**src/rtl/grand_encoder.sv**
```systemverilog
// Systematic Hamming encoder ((8,4) extended or (7,4)) with channel-error injection,
// an output FIFO behind valid/ready handshakes, and word/injection statistics.
module grand_encoder #(
  parameter int unsigned WIDTH = 8,
  parameter int unsigned DEPTH = 4,
  parameter int unsigned CNT_W = 16
) (
  input  logic                     clk,
  input  logic                     rst_n,
  input  logic                     in_valid,
  output logic                     in_ready,
  input  logic [3:0]               in_data,
  input  logic [0:WIDTH-1]         in_err,
  output logic                     out_valid,
  input  logic                     out_ready,
  output logic [0:WIDTH-1]         out_cw,
  output logic [0:WIDTH-1]         out_clean,
  output logic                     out_flip,
  output logic [CNT_W-1:0]         word_cnt,
  output logic [CNT_W-1:0]         inj_cnt,
  output logic [$clog2(DEPTH):0]   fifo_level
);

  localparam int unsigned AW    = $clog2(DEPTH);
  localparam int unsigned LW    = AW + 1;
  localparam bit          LEGAL = (WIDTH == 7) || (WIDTH == 8);

  typedef enum logic [1:0] {
    S_EMPTY   = 2'd0,
    S_PARTIAL = 2'd1,
    S_FULL    = 2'd2
  } state_t;

  state_t           r_state;
  state_t           w_state_nxt;
  logic             r_in_ready;
  logic             r_out_valid;
  logic             w_in_ready_nxt;
  logic             w_out_valid_nxt;

  logic [AW-1:0]    r_wr_ptr;
  logic [AW-1:0]    r_rd_ptr;
  logic [AW-1:0]    w_rd_nxt;
  logic [LW-1:0]    r_level;
  logic [CNT_W-1:0] r_word_cnt;
  logic [CNT_W-1:0] r_inj_cnt;

  logic [0:WIDTH-1] r_mem_clean [DEPTH];
  logic [0:WIDTH-1] r_mem_cw    [DEPTH];
  logic [DEPTH-1:0] r_mem_flip;

  logic [0:WIDTH-1] r_out_cw;
  logic [0:WIDTH-1] r_out_clean;
  logic             r_out_flip;
  logic [0:WIDTH-1] w_head_cw_nxt;
  logic [0:WIDTH-1] w_head_clean_nxt;
  logic             w_head_flip_nxt;

  logic [3:0]       w_par;
  logic [0:WIDTH-1] w_clean;
  logic [0:WIDTH-1] w_cw;
  logic             w_flip;
  logic             w_push;
  logic             w_pop;

  // Parity equations; w_par[k] lands in codeword bit 4+k
  assign w_par[0] = in_data[3] ^ in_data[2] ^ in_data[1];
  assign w_par[1] = in_data[3] ^ in_data[2] ^ in_data[0];
  assign w_par[2] = in_data[3] ^ in_data[1] ^ in_data[0];
  assign w_par[3] = in_data[2] ^ in_data[1] ^ in_data[0];

  assign w_clean[0:3] = in_data;

  for (genvar g = 4; g < WIDTH; g++) begin : g_par
    if (LEGAL) begin : g_legal
      assign w_clean[g] = w_par[g-4];
    end else begin : g_zero
      assign w_clean[g] = 1'b0;
    end
  end

  assign w_cw   = w_clean ^ in_err;
  assign w_flip = |in_err;
  assign w_push = in_valid && r_in_ready;
  assign w_pop  = r_out_valid && out_ready;
  assign w_rd_nxt = r_rd_ptr + AW'(1);

  // Control FSM state and its registered handshake outputs
  always_ff @(posedge clk or negedge rst_n) begin
    if (!rst_n) begin
      r_state     <= S_EMPTY;
      r_in_ready  <= 1'b0;
      r_out_valid <= 1'b0;
    end else begin
      r_state     <= w_state_nxt;
      r_in_ready  <= w_in_ready_nxt;
      r_out_valid <= w_out_valid_nxt;
    end
  end

  always_comb begin
    w_state_nxt     = r_state;
    w_in_ready_nxt  = 1'b0;
    w_out_valid_nxt = 1'b0;
    case (r_state)
      S_EMPTY: begin
        if (w_push) w_state_nxt = S_PARTIAL;
      end
      S_PARTIAL: begin
        if (w_push && !w_pop && (r_level == LW'(DEPTH - 1))) begin
          w_state_nxt = S_FULL;
        end else if (w_pop && !w_push && (r_level == LW'(1))) begin
          w_state_nxt = S_EMPTY;
        end
      end
      S_FULL: begin
        if (w_pop) w_state_nxt = S_PARTIAL;
      end
      default: w_state_nxt = S_EMPTY;
    endcase
    w_in_ready_nxt  = (w_state_nxt != S_FULL);
    w_out_valid_nxt = (w_state_nxt != S_EMPTY);
  end

  // Next head: the entry behind the popped one, or the incoming word when it lands at the head
  always_comb begin
    w_head_cw_nxt    = r_out_cw;
    w_head_clean_nxt = r_out_clean;
    w_head_flip_nxt  = r_out_flip;
    if (w_pop) begin
      if (r_level > LW'(1)) begin
        w_head_cw_nxt    = r_mem_cw[w_rd_nxt];
        w_head_clean_nxt = r_mem_clean[w_rd_nxt];
        w_head_flip_nxt  = r_mem_flip[w_rd_nxt];
      end else if (w_push) begin
        w_head_cw_nxt    = w_cw;
        w_head_clean_nxt = w_clean;
        w_head_flip_nxt  = w_flip;
      end
    end else if ((r_level == LW'(0)) && w_push) begin
      w_head_cw_nxt    = w_cw;
      w_head_clean_nxt = w_clean;
      w_head_flip_nxt  = w_flip;
    end
  end

  always_ff @(posedge clk or negedge rst_n) begin
    if (!rst_n) begin
      r_wr_ptr    <= '0;
      r_rd_ptr    <= '0;
      r_level     <= '0;
      r_word_cnt  <= '0;
      r_inj_cnt   <= '0;
      r_out_cw    <= '0;
      r_out_clean <= '0;
      r_out_flip  <= 1'b0;
    end else begin
      if (w_push) r_wr_ptr <= r_wr_ptr + AW'(1);
      if (w_pop)  r_rd_ptr <= w_rd_nxt;
      case ({w_push, w_pop})
        2'b10:   r_level <= r_level + LW'(1);
        2'b01:   r_level <= r_level - LW'(1);
        default: r_level <= r_level;
      endcase
      if (w_push) begin
        r_word_cnt <= r_word_cnt + CNT_W'(1);
        if (w_flip) r_inj_cnt <= r_inj_cnt + CNT_W'(1);
      end
      r_out_cw    <= w_head_cw_nxt;
      r_out_clean <= w_head_clean_nxt;
      r_out_flip  <= w_head_flip_nxt;
    end
  end

  // FIFO storage; contents need no reset because the level gates every read
  always_ff @(posedge clk) begin
    if (w_push) begin
      r_mem_cw[r_wr_ptr]    <= w_cw;
      r_mem_clean[r_wr_ptr] <= w_clean;
      r_mem_flip[r_wr_ptr]  <= w_flip;
    end
  end

  assign in_ready   = r_in_ready;
  assign out_valid  = r_out_valid;
  assign out_cw     = r_out_cw;
  assign out_clean  = r_out_clean;
  assign out_flip   = r_out_flip;
  assign word_cnt   = r_word_cnt;
  assign inj_cnt    = r_inj_cnt;
  assign fifo_level = r_level;

endmodule

```
**config.mk**
```make
export PLATFORM = sky130hd
export DESIGN_NAME = grand_encoder
export DESIGN_NICKNAME = d
export VERILOG_FILES = /design/src/rtl/grand_encoder.sv
export SDC_FILE = /design/constraint.sdc
export NUM_CORES = 1
export LEC_CHECK = 0
export CAP_MARGIN = 30
export CELL_PAD_IN_SITES_DETAIL_PLACEMENT = 0
export CELL_PAD_IN_SITES_GLOBAL_PLACEMENT = 2
export CORE_MARGIN = 10
export CORE_UTILIZATION = 42
export DETAILED_ROUTE_END_ITERATION = 8
export PLACE_DENSITY = 0.89
export SLEW_MARGIN = 30
export SYNTH_ARGS = -nofsm -noshare
export SYNTH_HDL_FRONTEND = slang
export SYNTH_SLANG_ARGS = --single-unit
export TNS_END_PERCENT = 20
```
**constraint.sdc**
```tcl
create_clock -name clk -period 5.7 [get_ports clk]
set_input_delay 1.14 -clock clk [delete_from_list [all_inputs] [get_ports clk]]
set_output_delay 1.14 -clock clk [all_outputs]
set_load 0.02 [all_outputs]
```
* Word level (Yosys, flattened, before mapping)
Memories as Yosys holds them, arrays and structs flattened.
Index checks and enable logic that the tools add are counted.
** Storage, ports and cells
- Logic and storage cells :: 83
- Memories :: 2
- Bits in writable memories :: 64
- Output and inout port bits :: 54
- Flip-flop bits (word level) :: 64
- Bits of input ports :: 16
** Operators by class
- Eq/ne operators :: 8
- Bitwise gates (word level) :: 8
- Reduce and logical (&&, ||, !) cells :: 18
- Magnitude comparators :: 4
- $add $sub $neg :: 6
- Mux-type cells :: 25
** Memory list
- r_mem_clean :: words 4, width 8, rd ports 1, clocked after Yosys merged registers in 0, wr ports 1, line 48 : logic [0:WIDTH-1] r_mem_clean [DEPTH];
- r_mem_cw :: words 4, width 8, rd ports 1, clocked after Yosys merged registers in 0, wr ports 1, line 49 : logic [0:WIDTH-1] r_mem_cw [DEPTH];
** Operators by type and width (count)
- 8-bit 2-to-1 mux :: 8
- 16-bit by 1-bit adder with 16-bit output (second input constant) :: 2
- 1-bit logical AND :: 8
- 1-bit 2-to-1 mux :: 8
- 2-bit 2-to-1 mux :: 4
- 8-bit OR reduction :: 1
- 8-bit XOR :: 1
- 1-bit XOR :: 7
- 2-bit by 3-bit less-than comparator with 1-bit output (second input constant) :: 2
- 2-bit one-hot mux with 3 select lines :: 1
- 3-bit one-hot mux with 2 select lines :: 1
- 2-bit nonzero test :: 3
- 2-bit by 1-bit adder with 2-bit output (second input constant) :: 2
- 4-bit bitwise mux :: 1
- 2-bit by 1-bit == test with 1-bit output (second input constant) :: 2
- 2-bit == test (second input constant) :: 2
- 2-bit AND reduction :: 2
- 3-bit by 1-bit adder with 3-bit output (second input constant) :: 1
- 3-bit by 1-bit == test with 1-bit output (second input constant) :: 1
- 3-bit by 2-bit == test with 1-bit output (second input constant) :: 1
- 3-bit by 1-bit greater-than comparator with 1-bit output (second input constant) :: 1
- 3-bit logical NOT :: 1
- 3-bit by 2-bit inequality test with 1-bit output (second input constant) :: 1
- 3-bit by 1-bit subtractor with 3-bit output (second input constant) :: 1
- other kinds (6) :: 7

* Longest topological paths before layout
Gate-level depths: netlist (run 1).
- Depth after elaboration :: 8
- Gate-level depth with buffers :: 8
- Gate-level depth less buffers :: 7

* Worst setup path after synthesis (run 1)
Ideal clock, no wire load.
- Path kind :: in2reg
- From :: input port out_ready
- To :: register r_out_clean, in the netlist out_clean[3]
- Cell stages on the path :: 8
- Slack :: 3.030 ns
- Arrival time :: 2.593 ns
- Buffers on the path :: 1
- Cell sequence :: nand2_1 -> inv_1 -> ha_1 -> nor2b_1 -> a22oi_1 -> clkbuf_1 -> nor2_1 -> a21oi_1
** On the way
- Word-level cells in the longest chain between the ends :: 3
- Elaborated cells between the ends (all ways) :: 5
** Ends and longest elaborated chain
- from (decl) :: line 15 : input logic out_ready,
- 1-bit logical AND (*) :: line 85 : assign w_pop = r_out_valid && out_ready;
- via w_pop :: line 64 : logic w_pop;
- 3-bit by 2-bit inequality test with 1-bit output (no source line) / 2-bit nonzero test (equally long branches)
- 2-bit AND reduction (no source line)
- to (signal assigned) :: line 170 : r_out_clean <= w_head_clean_nxt;
- to (decl) :: line 53 : logic [0:WIDTH-1] r_out_clean;
Mark *: on every way through the listed nets, which the timed path passes. The rest lies on a longest branch.
A chain may end at the register's enable or synchronous reset.

* Final worst setup path (run 1)
- From :: input port in_data[1]
- To :: register r_out_cw, in the netlist out_cw[6]
** On the way
- Word-level cells in the longest chain between the ends :: 6
- Elaborated cells between the ends (all ways) :: 7
** Ends and longest elaborated chain
- from (decl) :: line 12 : input logic [3:0] in_data,
- 1-bit XOR (*) (2 in a row) :: line 69 : assign w_par[2] = in_data[3] ^ in_data[1] ^ in_data[0];
- via w_clean (one bit) :: line 60 : logic [0:WIDTH-1] w_clean;
- 8-bit XOR (*) :: line 82 : assign w_cw = w_clean ^ in_err;
- via w_cw (one bit) :: line 61 : logic [0:WIDTH-1] w_cw;
- 8-bit 2-to-1 mux :: line 135 : end else if (w_push) begin
- 8-bit 2-to-1 mux :: line 131 : if (r_level > LW'(1)) begin
- 8-bit 2-to-1 mux (*) :: line 130 : if (w_pop) begin
- to (signal assigned) :: line 169 : r_out_cw <= w_head_cw_nxt;
- to (decl) :: line 52 : logic [0:WIDTH-1] r_out_cw;
Mark *: on every way through the listed nets, which the timed path passes. The rest lies on a longest branch. The select of a mux whose other input is x is not followed.

==> results of run 1 <==
==> metal layers <==
metal,share of wire,global-route usage,wire length [um],up-vias
met5,0,0,0,-
met2,0.48,0.208,5410,84
met4,0.0091,0.0508,102,0
met1,0.44,0.163,4920,1598
li1,-,-,-,1488
met3,0.070,0.0467,781,10
==> worst max-delay path, stage by stage <==
cell             delay [ns]
clkdlybuf4s50_1        0.75
xor3_1                 0.63
xor2_1                 0.36
mux2i_1                0.14
a21oi_1                0.15
==> metrics by stage <==
stage	util	total power [W]	instances
floorplan	-	0.00214	362
global placement	0.500	0.00257	593
detailed placement	0.500	0.00259	593
CTS	0.550	0.00375	625
global route	0.550	0.00392	625
finish	0.550	0.00370	625
==> cell families (layout without fill, tap and decap cells) <==
| group | after synthesis | count (layout) | synth area share |
|---|---|---|---|
| flops | 128 | 128 | 0.645 |
| buf+inv | 24 | 115 | 0.0185 |
| simple gates | 83 | 83 | 0.0802 |
| compound gates | 32 | 32 | 0.0376 |
| fa+ha+maj | 13 | 13 | 0.0296 |
| xor+xnor | 47 | 47 | 0.0859 |
| mux | 35 | 35 | 0.103 |
==> state kept, by name, indices dropped and copies added (netlist names) <==
signal	flops
fifo_level	3
r_mem_flip	4
out_clean	8
in_ready	1
inj_cnt	16
out_valid	1
r_mem_cw	32
r_mem_clean	32
r_wr_ptr	2
word_cnt	16
r_rd_ptr	2
out_flip	1
r_state	2
out_cw	8
==> area by class of cell <==
class	count	area, um^2	share of cell area
clock buffers	20	437	0.0624
clock inverters	12	190	0.0272
inverters	11	41.3	0.00590
multi-input cells	210	1860	0.266
flip-flops and latches	128	3540	0.507
well taps	172	215	0.0308
repair buffers	72	708	0.101
==> power by group <==
| group | internal [W] | switching (W) | leakage, nW |
|---|---|---|---|
| Clock | 0.000771 | 0.000380 | 0.307 |
| Sequential | 0.00124 | 0.000170 | 1.36 |
| Combinational | 0.000547 | 0.000592 | 1.12 |
| Total | 0.00256 | 0.00114 | 2.78 |
==> worst paths after layout <==
path	startpoint	to	slack (ns)	depth (start not counted)
max in group asynchronous	rst_n	word_cnt[10]$_DFFE_PN0P_	4.25	2
worst max register to register	out_valid$_DFF_PN0_	out_clean[2]$_DFFE_PN0P_	3.67	8
worst max-delay path	in_data[1]	out_cw[6]$_DFFE_PN0P_	2.86	5
worst min-delay path	word_cnt[15]$_DFFE_PN0P_	word_cnt[15]$_DFFE_PN0P_	0.47	1
worst min register to register	word_cnt[15]$_DFFE_PN0P_	word_cnt[15]$_DFFE_PN0P_	0.47	1
min in group asynchronous	rst_n	out_cw[4]$_DFFE_PN0P_	0.89	2
==> cell usage in the layout, fill, tap and decap left out, types with 16 or more instances in the layout <==
cell / count
clkdlybuf4s50_1: 68
edfxtp_1: 68
dfrtp_1: 60
xnor2_1: 25
nor2_1: 23
a21oi_1: 20
xor2_1: 18
mux4_2: 17
mux2i_1: 17
clkbuf_16: 17
nand2_1: 16
==> results.py, run 1 <==
metrics = {
    "placed_design": {
        "port-buffer-count": 69,
        "place_congestion": 0.735,
        "placed_cell_area_um2": 6360,
        "place_ws_ns": 2.41,
        "dp_hpwl_mm": 7.19,
    },
    "global_route": {
        "first_global_vias": 3344,
        "grt_pass1_wl_mm": 18.6,
        "grt_antenna_before_repair": 0,
        "track_usage": 0.132,
        "overflow": 0,
        "grt_max_degree": 61,
    },
    "synth": {
        "synth-edff-count": 68,
        "ys_async_sr_fraction": 0.469,
        "synth_top_area_frac": 0.372,
        "synthesis.area_um2": 5490,
        "yosys_warnings": 0,
        "netlist_top_cells_area": "edfxtp_1 (37%), dfrtp_1 (27%), mux4_2 (7.0%), xnor2_1 (4.0%), mux2i_1 (3.1%)",
        "ys_top_cells_by_count": "edfxtp_1 (68), dfrtp_1 (60), xnor2_1 (25)",
        "synth_seq_area_share": 0.645,
        "syn_nets": 391,
        "avgSynthCellArea_um2": 15.2,
        "syn_inst": 362,
        "ys.flop_type": "edfxtp_1",
        "synthDistinctLibCells": 42,
        "yosys.area.top_type": "edfxtp_1",
        "synth_seq_cells": 128,
        "yosysMostFrequentCell": "edfxtp_1",
    },
    "drt": {
        "drt-initial-drc-count": 219,
        "first_pass_iters": 4,
        "num_vias": 3180,
        "via_per_inst": 5.09,
        "ant_nets": 0,
        "wl_per_cell_um": 17.9,
        "routed_wl_mm": 11.2,
        "drc": 0,
    },
    "sta": {
        "period_share": 0.498,
        "report.final.hold_viol_count": 0,
        "timing.hold.ws_ns": 0.474,
        "relSlewSlack": 0.416,
        "worstMarginPinSlew_ns": 0.876,
        "rsz0062_at_grt": "no",
        "finClkSkew_ns": 0.00662,
        "final_max_slew_viol_count": 0,
        "finalSetupViolCount": 0,
        "period_needed_ns": 2.84,
        "finalSetupTns_ns": 0,
        "layout_setup_ws_ns": 2.86,
        "max_freq_ghz": 0.352,
    },
    "die": {
        "die_h_um": 134,
        "die_w_um": 134,
        "rows": 41,
        "core_um2": 12700,
        "die_area_um2": 18000,
        "io-pin-count": 70,
        "initial_core_util": 0.432,
    },
    "final_layout": {
        "final_area_um2": 6990,
        "final_layout_size_suffix_gt1_frac": 0.139,
        "antenna_cells": 0,
        "nFillCells": 1068,
        "areaGrowthSynthToFinish_pct": 27.4,
        "fin_nets": 469,
    },
    "worst_setup_path": {
        "required_ns": 6.04,
        "start_kind": "input port",
        "crit_arrival_ns": 3.18,
        "crit_type": "input port to flop",
        "critPathMaxFanout": 9,
        "critPathCaptureType": "flop",
    },
    "clock_network": {
        "cts_resized": 0,
        "cts_buffers": 17,
        "insertion_delay_ns": 0.41,
        "h-tree-depth": 4,
        "clockRootBuffer": "clkbuf_16",
        "cts_post_setup_buffers_inserted": 0,
        "clock-sinks": 128,
        "cts_max_path_buffers": 2,
        "clkTransAtPathRegs_ns": 0.05,
        "cts_tree": "built",
        "cts_hold_buf": 0,
    },
    "run": {
        "cap_viol_max_count": 0,
    },
    "power": {
        "p_leak_nw": 2.78,
        "power.density_nw_per_um2": 529,
        "ir_drop_uv": 356,
    },
    "run_status": {
        "outcome": "finished clean",
    },
    "worst_hold_path": {
        "min_path_type": "flop to flop",
    },
}
Note: power is estimated with default switching activity, not from simulation.
==> inputs of run 2 (changes only) <==
CORE_UTILIZATION = 39   (was 42)
PLACE_DENSITY = 0.84   (was 0.89)
clock period = 2.8 ns   (was 5.7 ns; I/O delays follow)
==> results.py, run 2 (synthesized netlist as in run 1, its figures left out) <==
metrics = {
    "sta": {
        "rsz0062_at_grt": "no",
        "finClkSkew_ns": 0.00975,
        "finalSetupTns_ns": 0,
        "timing.hold.ws_ns": 0.183,
        "period_needed_ns": 2.19,
        "layout_setup_ws_ns": 0.608,
        "report.final.hold_viol_count": 0,
        "period_share": 0.783,
        "finalSetupViolCount": 0,
        "max_freq_ghz": 0.456,
        "relSlewSlack": 0.533,
        "final_max_slew_viol_count": 0,
        "worstMarginPinSlew_ns": 0.695,
    },
    "clock_network": {
        "cts_hold_buf": 0,
        "cts_tree": "built",
        "clkTransAtPathRegs_ns": 0.06,
        "cts_resized": 0,
        "h-tree-depth": 4,
        "cts_max_path_buffers": 2,
        "insertion_delay_ns": 0.42,
        "cts_post_setup_buffers_inserted": 0,
        "cts_buffers": 17,
        "clockRootBuffer": "clkbuf_16",
        "clock-sinks": 128,
    },
    "final_layout": {
        "seqCellArea_um2": 3540,
        "multi_input_area_um2": 1850,
        "final_cell_mix": "clkdlybuf4s50_1 (68), edfxtp_1 (68), dfrtp_1 (60)",
        "final_layout_size_suffix_gt1_frac": 0.156,
        "fin_nets": 477,
        "fin_cells": 641,
        "top_regs": "r_mem_clean: 32 flops, r_mem_cw: 32 flops",
        "areaGrowthSynthToFinish_pct": 28.8,
        "antenna_cells": 0,
        "nFillCells": 1159,
    },
    "worst_setup_path": {
        "critPathMaxFanout": 9,
        "crit_arrival_ns": 2.53,
        "start_kind": "input port",
        "required_ns": 3.14,
        "crit_type": "input port to flop",
        "critPathCaptureType": "flop",
    },
    "power": {
        "power.density_nw_per_um2": 1070,
        "p_leak_nw": 2.82,
        "ir_drop_uv": 644,
    },
    "die": {
        "die_area_um2": 19200,
        "die_w_um": 139,
        "rows": 43,
        "die_h_um": 139,
        "core_um2": 13800,
        "initial_core_util": 0.397,
        "io-pin-count": 70,
    },
    "drt": {
        "drt-initial-drc-count": 145,
        "via_per_inst": 4.97,
        "first_pass_iters": 4,
        "routed_wl_mm": 11.8,
        "wl_per_cell_um": 18.3,
        "drc": 0,
        "ant_nets": 0,
        "num_vias": 3187,
    },
    "global_route": {
        "grt_antenna_before_repair": 0,
        "overflow": 0,
        "grt_pass1_wl_mm": 19.6,
        "track_usage": 0.128,
        "grt_max_degree": 35,
        "first_global_vias": 3474,
    },
    "placed_design": {
        "place_ws_ns": 0.190,
        "port-buffer-count": 69,
        "dp_hpwl_mm": 7.80,
        "place_congestion": 0.734,
        "placed_cells_incl_taps": 609,
    },
    "worst_hold_path": {
        "min_path_type": "input port to async pin",
    },
    "run_status": {
        "outcome": "finished clean",
    },
    "run": {
        "cap_viol_max_count": 0,
    },
}
==> run 2: changes by cell type in the layout (fill, tap and decap cells not counted), sizes merged <==
cell,before,now
bufinv,5,3
inv,10,11
clkinvlp,0,1
buf,4,12
==> run 2: worst paths after layout <==
check,from,endpoint,slack [ns],depth (start not counted)
setup reg to reg,in_ready$_DFF_PN0_,out_cw[5]$_DFFE_PN0P_,0.91,7
max in group asynchronous,rst_n,inj_cnt[10]$_DFFE_PN0P_,1.98,2
setup / recovery,in_data[0],out_cw[5]$_DFFE_PN0P_,0.61,5
min in group clk,word_cnt[15]$_DFFE_PN0P_,word_cnt[15]$_DFFE_PN0P_,0.47,1
hold / removal,rst_n,out_cw[0]$_DFFE_PN0P_,0.18,1
hold reg to reg,word_cnt[15]$_DFFE_PN0P_,word_cnt[15]$_DFFE_PN0P_,0.47,1
==> run 2: layout make-up <==
cell class	instances	share of cell area
sequential	128	0.501
multi-input combinational	210	0.262
timing repair buffer	80	0.114
clock buffer	20	0.0632
tap	180	0.0318
clock inverter	12	0.0226
inverter	11	0.00584
==> run 2: power by group <==
group          switching [W]  internal (W)  leakage, nW  total, W
Combinational        0.00127       0.00117         1.17   0.00244
Clock               0.000802       0.00143        0.295   0.00223
Sequential          0.000337       0.00252         1.36   0.00286
==> run 2: through the flow <==
step	total power (W)	area (um^2)	utilization
final	0.00753	7070	0.512
after global routing	0.00799	7070	0.512
after CTS	0.00765	7070	0.512
after detailed placement	0.00538	6470	0.468
after global placement	0.00532	6470	0.468
after floorplan	0.00435	5490	-
==> run 2: metal layers <==
metal	vias to the layer above	wire (um)	track usage	part of all wire
met3	8	942	0.0579	0.080
met2	92	5450	0.193	0.46
li1	1498	-	-	-
met5	-	0	0	0
met1	1589	5270	0.162	0.45
met4	0	90	0.0390	0.0077
==> run 2: critical path, stage by stage <==
cell and delay [ns]:
clkdlybuf4s50_1 0.77, xor3_1 0.51, xor2_1 0.40, mux2i_1 0.13
a21oi_1 0.16
==> inputs of run 3 (changes only) <==
CORE_UTILIZATION = 36   (was 39)
PLACE_DENSITY = 0.81   (was 0.84)
clock period = 1.8 ns   (was 2.8 ns; I/O delays follow)
==> results.py, run 3 (synthesized netlist as in run 1, its figures left out) <==
metrics = {
    "final_layout": {
        "top_regs": "r_mem_clean: 32 flops, r_mem_cw: 32 flops",
        "multi_input_area_um2": 1890,
        "areaGrowthSynthToFinish_pct": 38.1,
        "final_layout_size_suffix_gt1_frac": 0.249,
        "antenna_cells": 0,
        "layout_commonest_cell": "edfxtp_1",
        "fin_nets": 523,
        "nFillCells": 1295,
        "final_cell_mix": "edfxtp_1 (68), dfrtp_1 (58), buf_4 (44)",
        "final_area_um2": 7580,
        "seqCellArea_um2": 3550,
    },
    "global_route": {
        "track_usage": 0.123,
        "busiest_layer": "met2",
        "overflow": 0,
        "grt_antenna_before_repair": 0,
        "first_global_vias": 3687,
        "grt.met2_usage": 0.197,
        "grt_use_met1": 0.145,
        "grt_pass1_wl_mm": 19.4,
        "grt_max_degree": 61,
        "use_met3": 0.0508,
    },
    "worst_setup_path": {
        "crit_arrival_ns": 1.38,
        "r2r_slack_ns": 0.09,
        "critPathMaxFanout": 2,
        "crit_type": "flop to output port",
        "slowest_delay_ns": 0.62,
        "worst_path_max_delay_cell": "clkdlybuf4s50_1",
        "critPathCaptureType": "output port",
        "crit_chain": "clkdlybuf4s50_1",
        "crit_buf_inv": 1,
        "crit_family": "buffers and inverters",
        "required_ns": 1.44,
        "start_kind": "flop",
    },
    "die": {
        "die_h_um": 143,
        "die_area_um2": 20600,
        "io-pin-count": 70,
        "core_um2": 15100,
        "initial_core_util": 0.364,
        "die_w_um": 143,
        "rows": 45,
    },
    "clock_network": {
        "h-tree-depth": 4,
        "clock-sinks": 128,
        "cts_tree": "built",
        "clockRootBuffer": "clkbuf_16",
        "cts_buffers": 17,
        "insertion_delay_ns": 0.41,
        "cts_max_path_buffers": 2,
        "clkTransAtPathRegs_ns": 0.05,
    },
    "sta": {
        "rsz0062_at_grt": "no",
        "max_freq_ghz": 0.574,
        "relSlewSlack": 0.728,
        "period_needed_ns": 1.74,
        "finClkSkew_ns": 0.00658,
        "report.final.hold_viol_count": 0,
        "layout_setup_ws_ns": 0.0590,
        "finalSetupViolCount": 0,
        "worstMarginPinSlew_ns": 0.409,
        "final_max_slew_viol_count": 0,
        "period_share": 0.967,
    },
    "drt": {
        "wl_per_cell_um": 17.3,
        "routed_wl_mm": 12.0,
        "num_vias": 3386,
        "drc": 0,
        "via_per_inst": 4.87,
        "ant_nets": 0,
        "drt-initial-drc-count": 180,
        "first_pass_iters": 4,
    },
    "placed_design": {
        "placed_cell_area_um2": 6850,
        "dp_hpwl_mm": 8.08,
        "place_ws_ns": -0.415,
        "port-buffer-count": 69,
        "place_congestion": 0.730,
    },
    "power": {
        "power.density_nw_per_um2": 1620,
        "ir_drop_uv": 774,
        "p_leak_nw": 3.27,
    },
    "run": {
        "cap_viol_max_count": 0,
    },
    "run_status": {
        "outcome": "finished clean",
    },
    "worst_hold_path": {
        "min_path_type": "flop to flop",
    },
}
[run 3: final cells by class]
| type | count | area share |
|---|---|---|
| well taps | 188 | 0.0310 |
| multi-input cells | 210 | 0.249 |
| clock buffers | 21 | 0.0594 |
| flip-flops and latches | 128 | 0.468 |
| inverters | 11 | 0.00545 |
| repair buffers | 126 | 0.163 |
| clock inverters | 11 | 0.0246 |
[run 3: report_power, final]
group	internal, W	switching (W)
sequential	0.00393	0.000442
combinational	0.00208	0.00214
clock	0.00248	0.00119
[run 3: metrics by stage]
step           total power [W]  TNS (ns)  hold slack, ns  utilization  std cells
2_1_floorplan          0.00680         0          0.0644            -        362
3_3_place_gp           0.00858    -13.07           0.392        0.454        656
3_5_place_dp           0.00867    -15.37           0.393        0.454        656
4_1_cts                 0.0123         0           0.475        0.494        689
5_1_grt                 0.0130         0           0.481        0.502        695
6_report                0.0123         0           0.471        0.502        695
[run 3: per-layer routing]
layer,up-vias,share of wire
met5,-,0
met4,0,0.015
met3,18,0.074
met2,87,0.48
met1,1684,0.43
li1,1597,-
[run 3: timing repair]
item | CTS | global route
buffers inserted | 0 | 5
hold endpoints to repair | 60 | 0
resized for setup | 33 | 17
pin swaps | 0 | 2
hold buffers | 1 | 0
setup endpoints to repair | 33 | 14
gates cloned | 0 | 1
[run 3: path summary, 6_finish.rpt]
| path | to | start | cells past startpoint |
|---|---|---|---|
| setup / recovery | word_cnt[15] | word_cnt[15]$_DFFE_PN0P_ | 1 |
| min in group asynchronous | out_cw[4]$_DFFE_PN0P_ | rst_n | 3 |
| hold reg to reg | word_cnt[15]$_DFFE_PN0P_ | word_cnt[15]$_DFFE_PN0P_ | 1 |
| max in group asynchronous | in_ready$_DFF_PN0_ | rst_n | 3 |
| setup reg to reg | out_cw[0]$_DFFE_PN0P_ | fifo_level[1]$_DFFE_PN0P_ | 7 |
| hold / removal | word_cnt[15]$_DFFE_PN0P_ | word_cnt[15]$_DFFE_PN0P_ | 1 |
